File: config.mk
export PLATFORM = sky130hd
export DESIGN_NAME = via_timer_bank
export DESIGN_NICKNAME = d
export VERILOG_FILES = /design/src/rtl/via_pkg.sv /design/src/rtl/via_timer_ch.sv /design/src/rtl/via_timer_bank.sv
export SDC_FILE = /design/constraint.sdc
export NUM_CORES = 1
export LEC_CHECK = 0
export ABC_AREA = 0
export CAP_MARGIN = 20
export CORE_UTILIZATION = 69
export CTS_BUF_LIST = sky130_fd_sc_hd__clkbuf_4 sky130_fd_sc_hd__clkbuf_8
export DETAILED_ROUTE_END_ITERATION = 7
export PLACE_DENSITY = 0.88
export SETUP_SLACK_MARGIN = 0.1
export SLEW_MARGIN = 20
export SYNTH_ARGS = -nofsm -noshare
export SYNTH_HDL_FRONTEND = slang
export SYNTH_SLANG_ARGS = --single-unit
export TNS_END_PERCENT = 10
File: constraint.sdc
create_clock -name clk -period 5 [get_ports clk]
set_clock_uncertainty 0.1 [all_clocks]
set_input_delay 1 -clock clk [delete_from_list [all_inputs] [get_ports clk]]
set_output_delay 1 -clock clk [all_outputs]
set_load 0.01 [all_outputs]
File: src/rtl/via_pkg.sv
// Shared encodings for the VIA timer bank: channel modes, register map offsets,
// CTRL bit positions and the IER set/clear update rule.
package via_pkg;

  typedef enum logic [1:0] {
    MODE_ONESHOT = 2'b00,
    MODE_FREERUN = 2'b01,
    MODE_PULSE   = 2'b10,
    MODE_OFF     = 2'b11
  } mode_e;

  typedef enum logic [1:0] {
    ST_IDLE    = 2'b00,
    ST_ARMED   = 2'b01,
    ST_WRAPPED = 2'b10
  } ch_state_e;

  localparam int         CH_STRIDE   = 8;
  localparam logic [2:0] OFF_CTRL    = 3'd4;
  localparam int         CTRL_OUT_EN = 2;
  localparam int         CTRL_ARMED  = 7;
  localparam int         REG_IFR     = 0;
  localparam int         REG_IER     = 1;

  // Bit 7 selects set (1) or clear (0) of the 1-bits in [6:0].
  function automatic logic [6:0] ier_next(input logic [6:0] ier, input logic [7:0] wdata);
    return wdata[7] ? (ier | wdata[6:0]) : (ier & ~wdata[6:0]);
  endfunction

endpackage

File: src/rtl/via_timer_ch.sv
// One timer channel: latch, down-counter, coherent-read hold register,
// cnt_in synchronizer/edge detect, IDLE/ARMED/WRAPPED state and timer output.
module via_timer_ch
  import via_pkg::*;
#(
  parameter int TIMER_W = 16
) (
  input  logic       clk,
  input  logic       reset_n,
  input  logic       wr,
  input  logic       rd,
  input  logic [2:0] off,
  input  logic [7:0] wdata,
  input  logic       cnt_in,
  output logic [7:0] rdata,
  output logic       flag_set,
  output logic       flag_clr,
  output logic       tmr_out
);

  localparam int BYTES = TIMER_W / 8;
  localparam logic [TIMER_W-1:0] ONE = TIMER_W'(1);

  logic [TIMER_W-1:0] count, latch, hold, load_val;
  mode_e              mode;
  logic               out_en;
  ch_state_e          state;
  logic               sync_p0, sync_p1, sync_p2;
  logic               tick, underflow, load;

  assign load      = wr && (int'(off) == BYTES - 1);
  assign underflow = tick && (count == '0);
  // A load in the same cycle as an underflow suppresses the flag.
  assign flag_set  = underflow && !load && (mode == MODE_FREERUN || state == ST_ARMED);
  assign flag_clr  = load || (rd && off == 3'd0);

  always_comb begin
    tick = 1'b0;
    unique case (mode)
      MODE_ONESHOT, MODE_FREERUN: tick = 1'b1;
      MODE_PULSE:                 tick = sync_p1 & ~sync_p2;
      default:                    tick = 1'b0;
    endcase
  end

  always_comb begin
    load_val = latch;
    load_val[TIMER_W-1 -: 8] = wdata;
  end

  always_comb begin
    rdata = 8'h00;
    for (int k = 0; k < BYTES; k++)
      if (int'(off) == k) rdata = (k == 0) ? count[7:0] : hold[8*k +: 8];
    if (off == OFF_CTRL) begin
      rdata[1:0]         = mode;
      rdata[CTRL_OUT_EN] = out_en;
      rdata[CTRL_ARMED]  = (state == ST_ARMED);
    end
  end

  // cnt_in stages: two-flop synchronizer (p0, p1) then edge-detect history (p2)
  always_ff @(posedge clk or negedge reset_n) begin
    if (!reset_n) begin
      sync_p0 <= 1'b0;
      sync_p1 <= 1'b0;
      sync_p2 <= 1'b0;
    end else begin
      sync_p0 <= cnt_in;
      sync_p1 <= sync_p0;
      sync_p2 <= sync_p1;
    end
  end

  always_ff @(posedge clk or negedge reset_n) begin
    if (!reset_n) begin
      count   <= '0;
      latch   <= '0;
      hold    <= '0;
      mode    <= MODE_ONESHOT;
      out_en  <= 1'b0;
      state   <= ST_IDLE;
      tmr_out <= 1'b1;
    end else begin
      for (int k = 0; k < BYTES; k++)
        if (wr && int'(off) == k) latch[8*k +: 8] <= wdata;
      if (wr && off == OFF_CTRL) begin
        mode   <= mode_e'(wdata[1:0]);
        out_en <= wdata[CTRL_OUT_EN];
      end
      if (rd && off == 3'd0) hold <= count;

      if (load) count <= load_val;
      else if (tick) begin
        if (count != '0)             count <= count - ONE;
        else if (mode == MODE_FREERUN) count <= latch;
        else                         count <= '1;
      end

      if (load) begin
        state <= ST_ARMED;
        if (mode == MODE_ONESHOT && out_en) tmr_out <= 1'b0;
      end else if (underflow) begin
        if (mode == MODE_FREERUN) begin
          if (out_en) tmr_out <= ~tmr_out;
        end else if (state == ST_ARMED) begin
          state   <= ST_WRAPPED;
          tmr_out <= 1'b1;
        end
      end
    end
  end

endmodule

File: src/rtl/via_timer_bank.sv
// Bank of NUM_CH VIA-style timers behind an 8-bit register bus, with shared
// IFR/IER interrupt registers, registered read data and a registered irq.
module via_timer_bank
  import via_pkg::*;
#(
  parameter int NUM_CH  = 4,
  parameter int TIMER_W = 16,
  parameter int ADDR_W  = 6
) (
  input  logic              clk,
  input  logic              reset_n,
  input  logic              cs,
  input  logic              rw,
  input  logic [ADDR_W-1:0] addr,
  input  logic [7:0]        dataIn,
  output logic [7:0]        dataOut,
  input  logic [NUM_CH-1:0] cnt_in,
  output logic [NUM_CH-1:0] tmr_out,
  output logic              irq
);

  localparam int         REG_BASE = NUM_CH * CH_STRIDE;
  localparam logic [6:0] CH_MASK  = 7'((1 << NUM_CH) - 1);

  logic                   bus_wr, bus_rd, ifr_sel, ier_sel, pending;
  logic [6:0]             ifr, ier, ifr_wclr;
  logic [NUM_CH-1:0]      flag_set, flag_clr;
  logic [NUM_CH-1:0][7:0] ch_rdata;
  logic [7:0]             rd_mux;

  assign bus_wr   = cs && !rw;
  assign bus_rd   = cs && rw;
  assign ifr_sel  = (int'(addr) == REG_BASE + REG_IFR);
  assign ier_sel  = (int'(addr) == REG_BASE + REG_IER);
  assign pending  = |(ifr & ier);
  assign ifr_wclr = (bus_wr && ifr_sel) ? dataIn[6:0] : 7'h00;

  for (genvar c = 0; c < NUM_CH; c++) begin : g_ch
    logic sel;
    assign sel = (int'(addr[ADDR_W-1:3]) == c);

    via_timer_ch #(.TIMER_W(TIMER_W)) u_ch (
      .clk      (clk),
      .reset_n  (reset_n),
      .wr       (bus_wr && sel),
      .rd       (bus_rd && sel),
      .off      (addr[2:0]),
      .wdata    (dataIn),
      .cnt_in   (cnt_in[c]),
      .rdata    (ch_rdata[c]),
      .flag_set (flag_set[c]),
      .flag_clr (flag_clr[c]),
      .tmr_out  (tmr_out[c])
    );
  end

  always_comb begin
    rd_mux = 8'h00;
    for (int c = 0; c < NUM_CH; c++)
      if (int'(addr[ADDR_W-1:3]) == c) rd_mux = ch_rdata[c];
    if (ifr_sel) rd_mux = {pending, ifr};
    if (ier_sel) rd_mux = {1'b1, ier};
  end

  // Flag sets win over any clear arriving in the same cycle.
  always_ff @(posedge clk or negedge reset_n) begin
    if (!reset_n) begin
      ifr     <= 7'h00;
      ier     <= 7'h00;
      irq     <= 1'b0;
      dataOut <= 8'h00;
    end else begin
      ifr <= ((ifr & ~(7'(flag_clr) | ifr_wclr)) | 7'(flag_set)) & CH_MASK;
      if (bus_wr && ier_sel) ier <= ier_next(ier, dataIn) & CH_MASK;
      irq <= pending;
      if (bus_rd) dataOut <= rd_mux;
    end
  end

endmodule

Word level (Yosys, flattened, before mapping)
Index checks and enable logic that the tools add are counted.
W data, S select, Z words.
{ "totals": {"elab_cells": 288, "register_bits": 245, "output_inout_bits": 13, "input_bits": 22, "n_memories": 0, "latch_bits": 0, "mem_bits_rw": 0, "rom_bits": 0} }
{ "classes": {"bitwise_logic": 20, "n_eq_ne": 31, "mul": 0, "add_sub_neg": 4, "div": 0, "muxes": 84, "n_shift": 0, "order_cmp": 0, "reduce_logical": 101} }
{ "ops": {"columns": ["operator", "count"], "rows": [
  ["$mux W16", 16],
  ["$mux W8", 14],
  ["$logic_not A16 Y1", 4],
  ["$reduce_bool A16 Y1", 4],
  ["$sub A16 B1 Y16 const B", 4],
  ["$logic_and A1 B1 Y1", 44],
  ["$mux W2", 16],
  ["$mux W1", 28],
  ["$reduce_bool A2 Y1", 12],
  ["$eq A2 B1 Y1 const B", 8],
  ["$reduce_and A4 Y1", 4],
  ["$and A4 B4 Y4", 3],
  ["$eq A6 B6 Y1 const B", 2],
  ["$mux W3", 4],
  ["$ne A3 B1 Y1 const B", 4],
  ["$or A4 B4 Y4", 3],
  ["$reduce_and A3 Y1", 4],
  ["$reduce_bool A3 Y1", 4],
  ["$eq A3 B3 Y1 const B", 3],
  ["$logic_not A3 Y1", 3],
  ["$eq A2 B2 Y1 const B", 4],
  ["$logic_not A2 Y1", 4],
  ["$logic_or A1 B1 Y1", 8],
  ["$mux W4", 2],
  ["other kinds (10)", 38]
]} }

Logic depth before layout (Yosys ltp)
Gate-level depths: netlist (run 1).
{ "logic_depth": {"depth_word": 10, "mapped_depth": 9} }

Modules after synthesis
Synthesis (run 1) repeated with hierarchy kept, for this count alone.
{ "unflattened": {"hier_cells": 1219, "hier_area_um2": 11760.0} }
{ "by_module_without_submodules": {"columns": ["module", "instances", "cells_each", "area_per_inst_um2"], "rows": [
  ["via_timer_ch (g_ch[0].u_ch ...)", 3, 279, 2695.1],
  ["via_timer_ch (g_ch[3].u_ch)", 1, 265, 2570.0],
  ["via_timer_bank", 1, 117, 1104.8]
]} }

Worst setup path before layout (run 1)
Ideal clock, no wire load.
{ "synth_path": {"path_type": "input to register", "startpoint": "input addr[0]", "endpoint": "register g_ch[0].u_ch.tmr_out", "path_stages": 8, "slack_ps": 1935, "t_arrival_ps": 2886, "cell_sequence": "clkbuf_1 > nor4b_2 > and2_1 > buf_2 > a32oi_1 > o22a_1 > or4b_2 > o21ai_0"} }
{ "synth_between": {"elab_chain_len": 4, "word_cells_on_any_way": 8} }
{ "synth_lines": {"columns": ["element", "line_no", "source"], "rows": [
  ["start: declaration", "via_timer_bank.sv:14", "input logic [ADDR_W-1:0] addr,"],
  ["$eq A3 B2 Y1 (*)", "via_timer_ch.sv:31", "assign load = wr && (int'(off) == BYTES - 1);"],
  ["$logic_and A1 B1 Y1 (*)", "via_timer_ch.sv:31", null],
  ["$ne A3 B1 Y1 (no line) (tied with other cells)", null, null],
  ["$reduce_and A4 Y1 (no line)", null, null],
  ["end signal: assignment", "via_timer_ch.sv:105", "if (out_en) tmr_out <= ~tmr_out;"],
  ["end: declaration", "via_timer_ch.sv:18", "output logic tmr_out"]
]} }
Mark *: on every way between the ends. The rest lies on a longest branch, timed or not.
A chain may end at the register's enable or synchronous reset.

Worst setup path after layout (run 1)
{ "layout_path": {"startpoint": "input addr[5]", "endpoint": "register g_ch[0].u_ch.tmr_out"} }
{ "layout_between": {"elab_chain_len": 5, "word_cells_on_any_way": 9} }
{ "layout_lines": {"columns": ["element", "line_no", "source"], "rows": [
  ["$logic_not A3 Y1 (*)", "via_timer_bank.sv:40", "assign sel = (int'(addr[ADDR_W-1:3]) == c);"],
  ["$logic_and A1 B1 Y1 (*)", "via_timer_bank.sv:45", ".wr (bus_wr && sel),"],
  ["$logic_and A1 B1 Y1 (*)", "via_timer_ch.sv:31", null],
  ["$ne A3 B1 Y1 (no line) (tied with other cells)", null, null],
  ["$reduce_and A4 Y1 (no line)", null, null]
]} }
Marked as above.

==> key figures, run 1 <==
Worst setup path
  • Reg-to-Reg End: g_ch[1].u_ch.count[12]
  • Crit Path Max Fanout: 18
  • RR Startpoint: g_ch[1].u_ch.count[7]
  • R2R setup slack: 2.12 ns
  • Required @ worst endpoint: 5.34 ns
  • CP endpoint: g_ch[0].u_ch.tmr_out
  • CP Capture Type: flip-flop
  • CP Data Arrival Time: 3.92 ns
  • Crit path from: addr[5]
  • Crit start category: input port
  • Reg2Reg Depth: 6
  • Worst Setup Path Type: input port to flip-flop

Floorplanning
  • I/O pin cnt: 35
  • Core footprint: 15800 um2
  • Die X: 129 um
  • Rows: 46
  • Die ar.: 16700 um2
  • Die height: 129 um
  • Initial Utilization: 70.7%

Clocking
  • Worst-path clk slew: 0.06 ns
  • CTS H-Tree Depth: 2
  • CTS tree: done
  • CTS buffer count: 36
  • Clock Latency Late Sink: 0.53 ns
  • PostCTS Resize Cnt: 0
  • Hold-fix buffers at CTS: 0
  • CTS Buffer Depth: 3
  • Sink Count: 213
  • Post-CTS Setup Bufs: 0
  • CTS root buffer: clkbuf_8

Place
  • Gpl congestion: 0.985
  • DPL Wire Length: 20100 um
  • Number of port buffers: 34
  • Post-DP Area: 11700 um2

Pwr
  • Pwr dens: 438 nW/um2
  • Leakage: 5.58 nW
  • VDD IR-drop max: 0.316 mV

Detailed routing
  • Final WL: 30200 um
  • Detail Route Antenna Nets: 0
  • Vias after detailed routing: 9790
  • DRT Pass-1 Iters: 5
  • Post-DR vias/cell: 6.83
  • Iteration-0 DRC Markers: 1236
  • Remaining DRCs: 0
  • Wire per inst: 21.1 um

STA
  • Max-slew headroom: 26.6%
  • Fin Setup TNS: 0 ns
  • Final Cycle Share: 71.7%
  • Final Hold Fails: 0
  • Pin slew with the least headroom to its limit: 1.10 ns
  • Worst hold slack: 0.253 ns
  • Fin crit period: 3.59 ns
  • Fmax: 279 MHz
  • # setup viols final: 0
  • Max Slew Vio Count: 0
  • RSZ-0062 raised after global routing: false

Yosys
  • Synth top cells by count: dfrtp_1 (209), nand2_1 (184), nor2_1 (98)
  • EDFF count, synth: 0
  • Synth unique cells: 78
  • Warnings from Yosys: 0
  • Synthesized area per cell: 9.53 um2
  • FF+latch count, synth: 213
  • Share of flip-flops with an asynchronous set or reset: 100%
  • Mapped Area: 11200 um2
  • Leading area contributor after synthesis: dfrtp_1
  • Top_reg_cell synth: dfrtp_1
  • Cell with the most instances after synthesis: dfrtp_1
  • Top area cells in the synthesized netlist: dfrtp_1 (47%), mux2_2 (8.2%), nand2_1 (6.2%)
  • Syn_nets: 1204
  • Synth top area share: 46.8%
  • Post-synthesis sequential area ratio: 47.7%
  • Synthesized instance count: 1174

Layout
  • Share of post-route cells with drive strength above 1: 16.3%
  • Layout Nets: 1223
  • Post-layout instance area: 12400 um2
  • Area grow syn2layout: 11.0%
  • Antenna diodes: 0

Global routing
  • Initial antenna violation count: 0
  • First-pass GRT wire length: 47900 um
  • Vias in the first global route: 8961
  • Global Route Usage Sum: 37.6%
  • Total grt overflow: 0
  • Largest net degree at the start of global routing: 126

Min path
  • Hold depth: 0
  • HP Class: flip-flop to flip-flop

Flow run
  • Max Cap Viol: 0

Run status
  • Outcome: finished, final reports clean
stage by stage:
stage	instances	total power, W	utilization (%)	setup slack, ns
2_1_floorplan	1174	0.00331	-	1.94
3_3_place_gp	1371	0.00369	73.6	1.02
3_5_place_dp	1371	0.00376	73.6	0.934
4_1_cts	1434	0.00540	78.4	1.46
5_1_grt	1434	0.00569	78.4	1.27
6_report	1434	0.00544	78.4	1.41
state kept, by name (all words and copies together) (netlist names), named ones only:
name and flops:
g_ch.u_ch.tmr_out 4, dataOut 8, ifr 4, g_ch.u_ch.latch 64
g_ch.u_ch.count 64, irq 1, g_ch.u_ch.mode 8, g_ch.u_ch.state 8
g_ch.u_ch.hold 32, g_ch.u_ch.sync_p1 4, g_ch.u_ch.sync_p2 4, g_ch.u_ch.out_en 4
g_ch.u_ch.sync_p0 4
worst min-delay path by stage:
stage,endpoint,startpoint
floorplan,g_ch[0].u_ch.sync_p1,g_ch[0].u_ch.sync_p0
global placement,g_ch[2].u_ch.sync_p1,g_ch[2].u_ch.sync_p0
detailed placement,g_ch[1].u_ch.sync_p1,g_ch[1].u_ch.sync_p0
CTS,g_ch[2].u_ch.sync_p1,g_ch[2].u_ch.sync_p0
global route,g_ch[1].u_ch.sync_p1,g_ch[1].u_ch.sync_p0
finish,g_ch[1].u_ch.sync_p1,g_ch[1].u_ch.sync_p0
placed cells by master (no fill, tap or decap), types with 8 or more instances in the layout:
| cell type | count |
|---|---|
| dfrtp_1 | 209 |
| nand2_1 | 184 |
| nor2_1 | 98 |
| o21ai_0 | 81 |
| mux2_2 | 81 |
| nor3_1 | 52 |
| clkbuf_8 | 47 |
| a21oi_1 | 43 |
| clkdlybuf4s50_1 | 32 |
| inv_1 | 24 |
| nand3_1 | 22 |
| buf_4 | 20 |
| a22oi_1 | 19 |
| nor4_1 | 16 |
| a211oi_1 | 16 |
| nand2b_1 | 15 |
| clkbuf_4 | 15 |
| a31oi_1 | 14 |
| o22ai_1 | 13 |
| mux2i_1 | 13 |
| a221o_1 | 12 |
| nand4_1 | 11 |
| or3_1 | 10 |
| o31ai_1 | 9 |
| or4_1 | 8 |
| xor2_1 | 8 |
| ha_1 | 8 |
kinds of logic after synthesis:
family,share of synthesized area (%)
muxes,10.3
adders and majority gates,0.895
DFF,47.7
xor gates and xnor gates,1.02
AOI/OAI and AO/OA,16.3
buffers and inverters,3.65
and+or+nand+nor,20.1
power breakdown:
group | switching, W | internal [W]
Clock | 0.000687 | 0.000948
Sequential | 0.000540 | 0.00206
Combinational | 0.000631 | 0.000567
Total | 0.00186 | 0.00358
layout make-up:
| type | count | area (um2) |
|---|---|---|
| Inverter | 24 | 90.1 |
| Clock inverter | 1 | 5.00 |
| Timing Repair Buffer | 55 | 510 |
| Clock buffer | 62 | 759 |
| Sequential cell | 213 | 5340 |
| Multi-Input combinational cell | 863 | 5440 |
| Fill cell | 1056 | 3410 |
| Tap cell | 216 | 270 |
worst max-delay path, stage by stage:
cell             delay, ns
clkdlybuf4s50_1       0.67
nor4b_2               0.73
and2_1                0.22
buf_4                 0.22
a32oi_1               0.12
o22a_1                0.22
or4b_2                0.61
o21ai_0               0.11
per-layer routing:
layer / GRT usage [%] / vias to the layer above / share of wire, %
met5: 0 / - / 0
met4: 13.0 / 0 / 2.9
met3: 7.43 / 75 / 10
met2: 56.1 / 657 / 45
met1: 55.1 / 4738 / 42
li1: - / 4320 / -
(Power assumes the default switching activity.)
==> run 2, diff against run 1 <==
--- a/config.mk
+++ b/config.mk
@@ -7,10 +7,10 @@
 export LEC_CHECK = 0
 export ABC_AREA = 0
 export CAP_MARGIN = 20
-export CORE_UTILIZATION = 69
+export CORE_UTILIZATION = 58
 export CTS_BUF_LIST = sky130_fd_sc_hd__clkbuf_4 sky130_fd_sc_hd__clkbuf_8
 export DETAILED_ROUTE_END_ITERATION = 7
-export PLACE_DENSITY = 0.88
+export PLACE_DENSITY = 0.79
 export SETUP_SLACK_MARGIN = 0.1
 export SLEW_MARGIN = 20
 export SYNTH_ARGS = -nofsm -noshare
==> constraint.sdc (replaced) <==
create_clock -name clk -period 3.2 [get_ports clk]
set_clock_uncertainty 0.1 [all_clocks]
set_input_delay 0.64 -clock clk [delete_from_list [all_inputs] [get_ports clk]]
set_output_delay 0.64 -clock clk [all_outputs]
set_load 0.01 [all_outputs]
==> run 2 against run 1 <==
Compared with the run above:
- the flow now finishes with violations (negative hold slack)
- total power grew 56%
- sequential cell count is the same
- first-iteration DRC count shrank 27%
- sequential power grew 56%
- register-to-register slack lost 1.6 ns
- final cell count grew 5.6%
- routed wire length grew 3.5%
==> key figures, run 2 (synthesized netlist as in run 1, its figures left out) <==
Run status
  • Outcome: finished with violations (was finished, final reports clean)
  • Violated checks: negative hold slack

STA
  • Final Hold Fails: 3 (was 0)
  • Max-slew headroom: 32.8% (was 26.6%)
  • Fmax: 376 MHz
  • Pin slew with the least headroom to its limit: 1.00 ns (was 1.10 ns)
  • Final Cycle Share: 83.2%
  • # setup viols final: 0 (unchanged)
  • Fin crit period: 2.66 ns
  • RSZ-0062 raised after global routing: false (unchanged)
  • Fin Setup TNS: 0 ns (unchanged)
  • Worst hold slack: -0.00900 ns (was 0.253 ns)
  • Max Slew Vio Count: 0 (unchanged)

Pwr
  • VDD IR-drop max: 0.350 mV (was 0.316 mV)
  • Psw: 0.00290 W (was 0.00186 W)
  • Sw frac: 34.1% (was 34.2%)
  • Reg power frac: 47.6% (was 47.9%)
  • Pwr dens: 664 nW/um2 (was 438 nW/um2)
  • Total Power: 0.00850 W (was 0.00544 W)
  • Gate power share: 22.4% (was 22.0%)
  • Pint: 0.00560 W (was 0.00358 W)
  • Clock power frac: 30.0% (was 30.1%)
  • Leakage: 5.77 nW (was 5.58 nW)

Clocking
  • Sink Count: 213 (unchanged)
  • CTS Buffer Depth: 3 (unchanged)
  • Hold-fix buffers at CTS: 0 (unchanged)
  • Worst-path clk slew: 0.06 ns (about the same)
  • PostCTS Resize Cnt: 0 (unchanged)
  • Post-CTS Setup Bufs: 0 (unchanged)
  • CTS buffer count: 37 (was 36)
  • CTS tree: done (unchanged)
  • Clock Latency Late Sink: 0.54 ns (was 0.53 ns)
  • CTS root buffer: clkbuf_8 (unchanged)
  • CTS H-Tree Depth: 2 (unchanged)

Worst setup path
  • Required @ worst endpoint: 3.55 ns (was 5.34 ns)
  • Worst Setup Path Type: input port to flip-flop (unchanged)
  • Crit start category: input port (unchanged)
  • Crit Path Max Fanout: 4 (was 18)
  • CP Capture Type: flip-flop (unchanged)
  • CP Data Arrival Time: 3.01 ns (was 3.92 ns)

Global routing
  • Total grt overflow: 0 (unchanged)
  • Initial antenna violation count: 1 (was 0)
  • Largest net degree at the start of global routing: 85 (was 126)
  • Vias in the first global route: 9320 (was 8961)
  • First-pass GRT wire length: 50200 um (was 47900 um)
  • Global Route Usage Sum: 32.6% (was 37.6%)

Detailed routing
  • Remaining DRCs: 0 (unchanged)
  • Final WL: 31300 um (was 30200 um)
  • DRT Pass-1 Iters: 5 (unchanged)
  • Detail Route Antenna Nets: 0 (unchanged)
  • Wire per inst: 20.6 um (was 21.1 um)
  • Iteration-0 DRC Markers: 897 (was 1236)
  • Vias after detailed routing: 9744 (was 9790)
  • Post-DR vias/cell: 6.43 (was 6.83)

Floorplanning
  • Initial Utilization: 59.4% (was 70.7%)
  • Die ar.: 19800 um2 (was 16700 um2)
  • Rows: 50 (was 46)
  • Core footprint: 18800 um2 (was 15800 um2)
  • Die X: 141 um (was 129 um)
  • Die height: 141 um (was 129 um)
  • I/O pin cnt: 35 (unchanged)

Layout
  • Area occupied by multi-input gates: 5440 um2 (about the same)
  • Area grow syn2layout: 14.4% (was 11.0%)
  • Filler instances: 1477 (was 1056)
  • Most frequent cells in the layout: dfrtp_1 (209), nand2_1 (184), nor2_1 (98) (unchanged)
  • Layout Nets: 1262 (was 1223)
  • Share of post-route cells with drive strength above 1: 18.6% (was 16.3%)
  • Reg area: 5340 um2 (unchanged)
  • Most common cell after layout, fill and taps aside: dfrtp_1 (unchanged)
  • Top flop regs: g_ch.u_ch.count: 64 flops, g_ch.u_ch.latch: 64 flops, g_ch.u_ch.hold: 32 flops (unchanged)
  • Antenna diodes: 0 (unchanged)

Place
  • Gpl congestion: 0.969 (was 0.985)
  • DPL Wire Length: 21400 um (was 20100 um)
  • Number of port buffers: 34 (unchanged)

Flow run
  • Max Cap Viol: 0 (unchanged)

Min path
  • HP Class: input port to async pin (was flip-flop to flip-flop)
-- run 2: stage by stage --
stage	std cells	worst slack, ns	instance area [um2]	hold WS (ns)	util, %
after floorplan	1174	0.495	11200	0.231	-
after global placement	1453	0.107	12000	0.233	63.9
after detailed placement	1453	0.0214	12000	0.236	63.9
after CTS	1515	0.559	12800	0.0297	68.0
after global routing	1515	0.338	12800	0.0465	68.0
final	1515	0.539	12800	-0.00900	68.0
-- run 2: metal layers --
metal | track usage [%] | up-vias | wire length, um
li1 | - | 4396 | -
met1 | 47.3 | 4745 | 13700
met2 | 48.3 | 506 | 13800
met3 | 6.08 | 95 | 2610
met4 | 13.1 | 2 | 1140
met5 | 0 | - | 13
-- run 2: power by group through the flow --
| stage | clock, W | combinational [W] | sequential, W |
|---|---|---|---|
| floorplan | 0 | 0.00146 | 0.00372 |
| global placement | 0 | 0.00181 | 0.00403 |
| detailed placement | 0 | 0.00188 | 0.00404 |
| CTS | 0.00258 | 0.00189 | 0.00401 |
| global route | 0.00271 | 0.00213 | 0.00412 |
| finish | 0.00255 | 0.00190 | 0.00405 |
-- run 2: path summary, 6_finish.rpt --
kind                                             start               endpoint  slack, ns  cells past startpoint
max in group asynchronous                      reset_n   g_ch[0].u_ch.tmr_out       2.19                      2
worst min register to register    g_ch[0].u_ch.sync_p0   g_ch[0].u_ch.sync_p1       0.25                      0
worst max-delay path                           addr[5]   g_ch[0].u_ch.tmr_out       0.54                      7
worst max register to register  g_ch[2].u_ch.count[12]  g_ch[2].u_ch.count[3]       0.57                      6
min in group clk                  g_ch[0].u_ch.sync_p0   g_ch[0].u_ch.sync_p1       0.25                      0
worst min-delay path                           reset_n  g_ch[1].u_ch.count[3]     -0.009                      1
-- run 2: area by class of cell --
class | count | share of cell area (%)
Multi-Input combinational cell | 863 | 42.5
Sequential cell | 213 | 41.7
Timing Repair Buffer | 93 | 6.65
Clock buffer | 59 | 5.76
Tap cell | 260 | 2.54
Inverter | 24 | 0.704
Clock inverter | 3 | 0.137
-- run 2: critical path: stages --
cell and delay, ns:
clkdlybuf4s50_1 0.46, nor4b_2 0.63, and2_1 0.24, a32oi_1 0.10, o22a_1 0.24, or4b_2 0.60
o21ai_0 0.09
